[src/rtl/sdram_arbiter.sv]
// Round-robin arbiter sharing one SDRAM controller Avalon-MM slave between several masters.
// Grants are held across streams; a pending-read ID FIFO steers read beats back to their issuer.
module sdram_arbiter #(
  parameter int unsigned Masters      = 4,
  parameter int unsigned AddressWidth = 25,
  parameter int unsigned DataWidth    = 16,
  parameter int unsigned MaxPending   = 8,
  parameter int unsigned MaxGrant     = 16
) (
  input  logic                            ipClk,
  input  logic                            Reset,
  input  logic [Masters*AddressWidth-1:0] ipAddress,
  input  logic [Masters*DataWidth/8-1:0]  ipByteEnable,
  input  logic [Masters*DataWidth-1:0]    ipWriteData,
  input  logic [Masters-1:0]              ipWrite,
  input  logic [Masters-1:0]              ipRead,
  output logic [Masters-1:0]              opWaitRequest,
  output logic [DataWidth-1:0]            opReadData,
  output logic [Masters-1:0]              opReadDataValid,
  output logic                            opError,
  output logic [AddressWidth-1:0]         opAddress,
  output logic [DataWidth/8-1:0]          opByteEnable,
  output logic [DataWidth-1:0]            opWriteData,
  output logic                            opWrite,
  output logic                            opRead,
  input  logic                            ipWaitRequest,
  input  logic [DataWidth-1:0]            ipReadData,
  input  logic                            ipReadDataValid
);
  localparam int unsigned IdWidth  = $clog2(Masters);
  localparam int unsigned BeWidth  = DataWidth / 8;
  localparam int unsigned PtrWidth = $clog2(MaxPending);
  localparam int unsigned PendW    = PtrWidth + 1;
  localparam int unsigned CntWidth = $clog2(MaxGrant) + 1;

  localparam logic [0:0] Idle    = 1'b0;
  localparam logic [0:0] Granted = 1'b1;

  logic [0:0]           state_q, state_d;
  logic [IdWidth-1:0]   owner_q, owner_d;
  logic [IdWidth-1:0]   last_q, last_d;
  logic [CntWidth-1:0]  gcnt_q, gcnt_d;
  logic [PtrWidth-1:0]  wr_ptr_q, wr_ptr_d;
  logic [PtrWidth-1:0]  rd_ptr_q, rd_ptr_d;
  logic [PendW-1:0]     pending_q, pending_d;
  logic [DataWidth-1:0] rdata_q, rdata_d;
  logic [Masters-1:0]   rvalid_q, rvalid_d;
  logic                 error_q, error_d;
  logic [IdWidth-1:0]   fifo_q [MaxPending];

  logic [Masters-1:0]   req;
  logic [IdWidth-1:0]   cand;
  logic [IdWidth-1:0]   pick;
  logic                 found;
  logic                 own_rd, own_wr;
  logic                 full, accept, push, pop;

  assign full = (pending_q == PendW'(MaxPending));

  // Route the current owner's request signals downstream.
  always_comb begin
    own_rd       = 1'b0;
    own_wr       = 1'b0;
    opAddress    = '0;
    opByteEnable = '0;
    opWriteData  = '0;
    for (int unsigned i = 0; i < Masters; i++) begin
      if (owner_q == IdWidth'(i)) begin
        own_rd       = ipRead[i];
        own_wr       = ipWrite[i];
        opAddress    = ipAddress[i*AddressWidth +: AddressWidth];
        opByteEnable = ipByteEnable[i*BeWidth +: BeWidth];
        opWriteData  = ipWriteData[i*DataWidth +: DataWidth];
      end
    end
  end

  // Round-robin search starting just after the last owner.
  always_comb begin
    req   = ipRead | ipWrite;
    cand  = '0;
    pick  = '0;
    found = 1'b0;
    for (int unsigned k = 1; k <= Masters; k++) begin
      cand = IdWidth'((32'(last_q) + k) % Masters);
      if (!found && req[cand]) begin
        found = 1'b1;
        pick  = cand;
      end
    end
  end

  always_comb begin
    state_d       = state_q;
    owner_d       = owner_q;
    last_d        = last_q;
    gcnt_d        = gcnt_q;
    wr_ptr_d      = wr_ptr_q;
    rd_ptr_d      = rd_ptr_q;
    pending_d     = pending_q;
    rdata_d       = rdata_q;
    rvalid_d      = '0;
    error_d       = error_q;
    opRead        = 1'b0;
    opWrite       = 1'b0;
    opWaitRequest = '1;
    accept        = 1'b0;
    push          = 1'b0;
    pop           = 1'b0;

    case (state_q)
      Idle: begin
        if (found) begin
          owner_d = pick;
          gcnt_d  = '0;
          state_d = Granted;
        end
      end
      Granted: begin
        opRead                 = own_rd & ~full;
        opWrite                = own_wr;
        opWaitRequest[owner_q] = ipWaitRequest | (own_rd & full);
        accept                 = (opRead | opWrite) & ~ipWaitRequest;
        push                   = accept & opRead;
        if (accept) gcnt_d = gcnt_q + CntWidth'(1);
        // The accepted transfer in the release cycle still completes.
        if (!(own_rd | own_wr) || (accept && gcnt_q == CntWidth'(MaxGrant - 1))) begin
          state_d = Idle;
          last_d  = owner_q;
        end
      end
      default: state_d = Idle;
    endcase

    pop = ipReadDataValid & (pending_q != '0);
    if (push) wr_ptr_d = wr_ptr_q + PtrWidth'(1);
    if (pop) begin
      rd_ptr_d = rd_ptr_q + PtrWidth'(1);
      rvalid_d = Masters'(1) << fifo_q[rd_ptr_q];
      rdata_d  = ipReadData;
    end else if (ipReadDataValid) begin
      error_d = 1'b1;
    end
    if (push && !pop)      pending_d = pending_q + PendW'(1);
    else if (!push && pop) pending_d = pending_q - PendW'(1);
  end

  always_ff @(posedge ipClk) begin
    if (Reset) begin
      state_q   <= Idle;
      owner_q   <= '0;
      last_q    <= IdWidth'(Masters - 1);
      gcnt_q    <= '0;
      wr_ptr_q  <= '0;
      rd_ptr_q  <= '0;
      pending_q <= '0;
      rdata_q   <= '0;
      rvalid_q  <= '0;
      error_q   <= 1'b0;
    end else begin
      state_q   <= state_d;
      owner_q   <= owner_d;
      last_q    <= last_d;
      gcnt_q    <= gcnt_d;
      wr_ptr_q  <= wr_ptr_d;
      rd_ptr_q  <= rd_ptr_d;
      pending_q <= pending_d;
      rdata_q   <= rdata_d;
      rvalid_q  <= rvalid_d;
      error_q   <= error_d;
    end
  end

  // Entries are only read while counted as pending, so storage needs no reset.
  always_ff @(posedge ipClk) begin
    if (push) fifo_q[wr_ptr_q] <= owner_q;
  end

  assign opReadData      = rdata_q;
  assign opReadDataValid = rvalid_q;
  assign opError         = error_q;
endmodule

[config.mk]
export PLATFORM = sky130hd
export DESIGN_NAME = sdram_arbiter
export DESIGN_NICKNAME = d
export VERILOG_FILES = /design/src/rtl/sdram_arbiter.sv
export SDC_FILE = /design/constraint.sdc
export NUM_CORES = 1
export LEC_CHECK = 0
export BUFFER_PORTS_ARGS = -buffer_cell sky130_fd_sc_hd__buf_2
export CORE_AREA = 4 4 102 104
export DETAILED_ROUTE_END_ITERATION = 6
export DIE_AREA = 0 0 106 108
export GPL_TIMING_DRIVEN = 0
export PLACE_DENSITY_LB_ADDON = 0.25
export REMOVE_ABC_BUFFERS = 1
export SLEW_MARGIN = 20
export SYNTH_ARGS = -nofsm -noshare
export SYNTH_HDL_FRONTEND = slang
export SYNTH_SLANG_ARGS = --single-unit
[constraint.sdc]
create_clock -name ipClk -period 3.5 [get_ports ipClk]
set_input_delay 0.7 -clock ipClk [delete_from_list [all_inputs] [get_ports ipClk]]
set_output_delay 0.7 -clock ipClk [all_outputs]
set_load 0.02 [all_outputs]
; ---- Yosys cells after proc, flatten, opt, wreduce, memory -nomap -nowiden
; Memory sizes are Yosys's and may differ from the RTL's. A register that Yosys moved wholly into a read port is not among the register bits.
; Cells that the tools add are included.
[classes]
n_eq_ne = 7
add_sub_neg = 9
bitwise_logic = 15
mux = 54
shifts = 1
magnitude_cmp = 6
n_reduce_logical = 22
[op_table]
columns = op, n
row1 = $mux W25, 4
row2 = $mux W16, 4
row3 = $mux W1, 24
row4 = $mux W2, 8
row5 = $lt A2 B3 Y1 const B, 5
row6 = $mux W4, 3
row7 = $mux W5, 2
row8 = $pmux W5 S2, 1
row9 = $bmux W1 S2, 4
row10 = $or A4 B4 Y4, 2
row11 = $reduce_and A2 Y1, 4
row12 = $logic_and A1 B1 Y1, 7
row13 = $add A3 B1 Y3 const B, 2
row14 = $logic_not A1 Y1, 6
row15 = $mux W3, 2
row16 = $add A5 B1 Y5 const B, 1
row17 = $and A1 B1 Y1, 5
row18 = $eq A5 B4 Y1 const B, 1
row19 = $add A2 B1 Y2 const B, 2
row20 = $add A2 B2 Y2 const B, 2
row21 = $add A4 B1 Y4 const B, 1
row22 = $eq A2 B2 Y1 const B, 2
row23 = $eq A4 B4 Y1 const B, 1
row24 = $not A1 Y1, 4
row25 = 15 further kinds, 17
[totals]
ff_bits = 41
output_inout_bits = 70
ram_bits = 16
n_memories = 1
[mem_list]
columns = memory, depth, width, read_ports, rd_clocked_by_memory_dff, wr, line
row1 = fifo_q, 8, 2, 1, 1, 1, 49  ; logic [IdWidth-1:0] fifo_q [MaxPending];

; ---- Logic depth before layout (Yosys ltp)
[logic_depth]
word_depth = 15
ltp_mapped = 12
mapped_depth_nobuf = 11

; ---- Worst setup path before layout
; OpenSTA, ideal clock, no wires.
[synth_path]
path_type = input-to-reg
startpoint = input port ipRead[3]
endpoint = register pending_q[3]
setup_ps = 70
cell_stages = 11
t_arrival_ps = 2827
required_ps = 3430
slack_ps = 603
path_cell_list = mux4_2 -> nand3_4 -> inv_1 -> ha_1 -> inv_1 -> ha_1 -> a21o_1 -> a21oi_1 -> xnor2_1 -> or3_1 -> a21oi_1
[synth_via]
elab_chain_len = 9
[synth_lines]
columns = item, line
row1 = from (decl), 16  ; input logic [Masters-1:0] ipRead,
row2 = $mux W1 (*), 68  ; if (owner_q == IdWidth'(i)) begin
row3 = $and A1 B1 Y1 (*), 120  ; opRead = own_rd & ~full;
row4 = $or A1 B1 Y1, 123  ; accept = (opRead | opWrite) & ~ipWaitRequest;
row5 = $and A1 B1 Y1, 123
row6 = $and A1 B1 Y1 (*), 124  ; push = accept & opRead;
row7 = $mux W1 (*), 111  ; case (state_q)
row8 = via push, 56  ; logic full, accept, push, pop;
row9 = $logic_not A1 Y1, 145  ; else if (!push && pop) pending_d = pending_q - PendW'(1);
row10 = $logic_and A1 B1 Y1, 145
row11 = $reduce_bool A2 Y1 (no source line), -
row12 = to (signal assigned), 167  ; pending_q <= pending_d;
row13 = to (decl), 45  ; logic [PendW-1:0] pending_q, pending_d;
; The timed path passes the listed nets; every way through them passes the cells marked *.
; A chain may end at the register's enable or synchronous reset.

; ---- Worst setup path in the final report
[layout_path]
startpoint = register pending_q[0]
endpoint = register pending_q[3]
[layout_via]
elab_chain_len = 10
[layout_lines]
columns = item, line
row1 = $eq A4 B4 Y1, 58  ; assign full = (pending_q == PendW'(MaxPending));
row2 = $not A1 Y1, 120
row3 = $and A1 B1 Y1, 120
row4 = $or A1 B1 Y1, 123
row5 = $and A1 B1 Y1, 123
row6 = $and A1 B1 Y1, 124
row7 = $mux W1, 111
row8 = $logic_not A1 Y1, 145
row9 = $logic_and A1 B1 Y1, 145
row10 = $reduce_bool A2 Y1 (no source line), -
; Parallel ways exist; a longest one is shown, timed or not. The select of a mux whose other input is x is not followed.

==> metrics.txt <==
P_leak=2.329 nW; Final ANT Viol Nets=0; I/O Pins=between 200 and 300; Final GP Congestion=approximately 0.86; synthesized area per cell=11.40 um^2; Final Cycle Share=90.05%; Tot GR Track Use=20.89%; Post-synth EDFFs=16; Hold Crit Class=reg -> reg; ratio of cells with drive above 1 in the final layout=58.86%; Detail Placement HPWL=around 11000 um; Yosys cell types=between 40 and 50; Initial Util=37.72%; placed cells=approximately 700; drt first pass iters=4; Final TNS setup=0 ns; DR iter-0 viols=172; Crit. End Element=register; CTS Sinks=60; vias in the first global route=approximately 3500; drt via density=5.092; Residual DRC=0; first-pass GRT wire length=18220 um; Critical Path Source Type=register; Post-Syn Instances=~320; Post-Route WL=12880 um; routed vias=3646; initial antenna violation count=4; WS Path Type=reg -> reg; Max Slew Vio Count=0; status=complete, no violations; IO buf count=269; commonest non-fill, non-tap cell in the layout=buf_2; Seq/Total Area, Yosys=37.79%; Finished Layout Cells=716; R2R Setup Slk=0.35 ns; fin nets=785; Worst EP required=3.76 ns; Worst-Margin Slew=0.7397 ns; Post-Syn Area=3602 um^2; commonest cells after routing, fill and taps aside=269 x buf_2, 50 x nand2_1, 49 x mux4_2; Max VDD drop=0.2269 mV; Die Y=108 um; max cap viols=0; Fmax=roughly 0.32 GHz; Yosys Warn Count=0; r2r endpoint=pending_q[3]; Clock Path Buffers=2; H-tree levels=3; Fillers=between 900 and 1000; Hold Path Origin=opReadData[10]; wire length per cell=17.99 um; Hold Fails Final Rpt=0; Final Util=a little under three fifths; Pwr Density=471.7 nW/um^2; FF+latch count, synth=60; Core Region=9549 um^2; Post-synth ARST share=0%; Synth Flop Type=dfxtp_1; Worst-Skew Late Latency=0.33 ns; CTS tree=yes; clock tree root driver cell=clkbuf_8; Die W=106 um; Clock transition at path regs=0.07 ns; CP max FO=20; Crit Reg-Reg Startpoint=pending_q[0]; die area=11450 um^2; WHS Endpoint=opReadData[10]; Final Setup Violations=0; Slew headroom=50.69%; overall power=2.492 mW; largest net degree at the start of global routing=60; worst hold path cell count=2; r2r worst-path depth=11; Worst EP arrival=3.41 ns; area delta synth->final=46.65%; Num CTS Buffers=9; Overflow after GRT=0; floorplan row count=36; Post-Route Skew=0.006813 ns; Period minus WS final=3.152 ns
-- routing by layer --
| metal | global-route usage [%] | up-vias | share of wire [%] |
|---|---|---|---|
| li1 | - | 1722 | - |
| met1 | 24.08 | 1714 | 38 |
| met2 | 35.02 | 188 | 50 |
| met5 | 0 | - | 0.31 |
| met4 | 4.070 | 6 | 0.93 |
| met3 | 11.04 | 16 | 11 |
-- cell type report --
class,instances,area (um^2),share of cell area (%)
Tap cell,133,166.4,3.150
Inverter,6,26.28,0.4974
Clock inverter,3,17.52,0.3316
Timing Repair Buffer,271,1386,26.24
Sequential cell,60,1369,25.91
Multi-Input combinational cell,229,2135,40.41
Clock buffer,12,177.7,3.363
Antenna cell,2,5.005,0.09474
-- where the power goes --
group          total [mW]  internal [mW]  switching [mW]
clock               0.593          0.337           0.256
sequential          0.908          0.809          0.0991
combinational       0.991          0.452           0.539
-- through the flow --
step           cell area [um^2]  worst slack (ns)  hold WS [ns]
4_1_cts                    5249           0.03174        0.4538
5_1_grt                    5278          -0.01259        0.4721
3_3_place_gp               5024            -1.742        0.4388
2_1_floorplan              3511           -0.9238        0.4467
6_report                   5283            0.3481        0.4506
3_5_place_dp               5054           -0.1547        0.4445
-- worst max-delay path, cell delays in order, from the launching register on --
cell        delay [ns]
dfxtp_1           0.45
nor4_1            0.15
nor2b_4           0.43
clkinvlp_4        0.47
ha_1              0.35
inv_1             0.11
ha_1              0.24
a21o_1            0.17
a21oi_1           0.17
xnor2_1           0.10
or3_1             0.30
a21oi_1           0.13
-- sequential cells by signal (all words and copies together), names as in the netlist, named ones only --
name             flops
fifo_q              16
opReadData          16
gcnt_q               5
opReadDataValid      4
pending_q            4
rd_ptr_q             3
wr_ptr_q             3
last_q               2
owner_q              2
opError              1
state_q              1
-- cells by family after synthesis --
kind of cell,Yosys count,synth area share (%)
AOI/OAI and AO/OA,43,6.878
xor gates and xnor gates,8,1.945
adders and majority gates,8,2.987
buffers and inverters,27,3.161
DFF,60,37.79
muxes,55,32.37
and+or+nand+nor,115,14.87
-- synthesized netlist by cell type, types with 2 or more instances --
| master | count | area share, % |
|---|---|---|
| xor2_1 | 3 | 0.73 |
| buf_2 | 4 | 0.56 |
| dfxtp_1 | 44 | 24 |
| a31oi_1 | 2 | 0.35 |
| or3_1 | 3 | 0.52 |
| o32ai_1 | 2 | 0.49 |
| mux4_2 | 49 | 31 |
| inv_1 | 6 | 0.63 |
| nand3_1 | 2 | 0.28 |
| edfxtp_1 | 16 | 13 |
| mux2i_1 | 4 | 1.1 |
| nand2b_1 | 3 | 0.52 |
| and3_1 | 3 | 0.52 |
| a21oi_1 | 29 | 4.0 |
| nor2b_1 | 2 | 0.35 |
| mux2_2 | 2 | 0.63 |
| nand2_1 | 50 | 5.2 |
| nor4_1 | 3 | 0.52 |
| o21ai_0 | 2 | 0.28 |
| nand3b_1 | 2 | 0.42 |
| o31ai_1 | 3 | 0.63 |
| or3b_1 | 2 | 0.49 |
| ha_1 | 7 | 2.4 |
| nor2_1 | 29 | 3.0 |
| nor3_1 | 10 | 1.4 |
| clkbuf_1 | 15 | 1.6 |
| xnor2_1 | 5 | 1.2 |
-- worst max path at each step --
stage / startpoint / end / depth (start not counted)
global route: pending_q[0] / pending_q[3] / 11
detailed placement: ipReadDataValid / pending_q[3] / 11
floorplan: owner_q[0] / pending_q[3] / 11
global placement: owner_q[0] / pending_q[3] / 11
CTS: pending_q[0] / pending_q[3] / 11
finish: pending_q[0] / pending_q[3] / 11
-- timing repair --
| item | CTS | global route |
|---|---|---|
| setup endpoints to repair | 0 | 1 |
| buffers inserted | 0 | 1 |
| hold buffers | 0 | 0 |
| resized for setup | 0 | 2 |
Power figures use the tool's default switching activity.
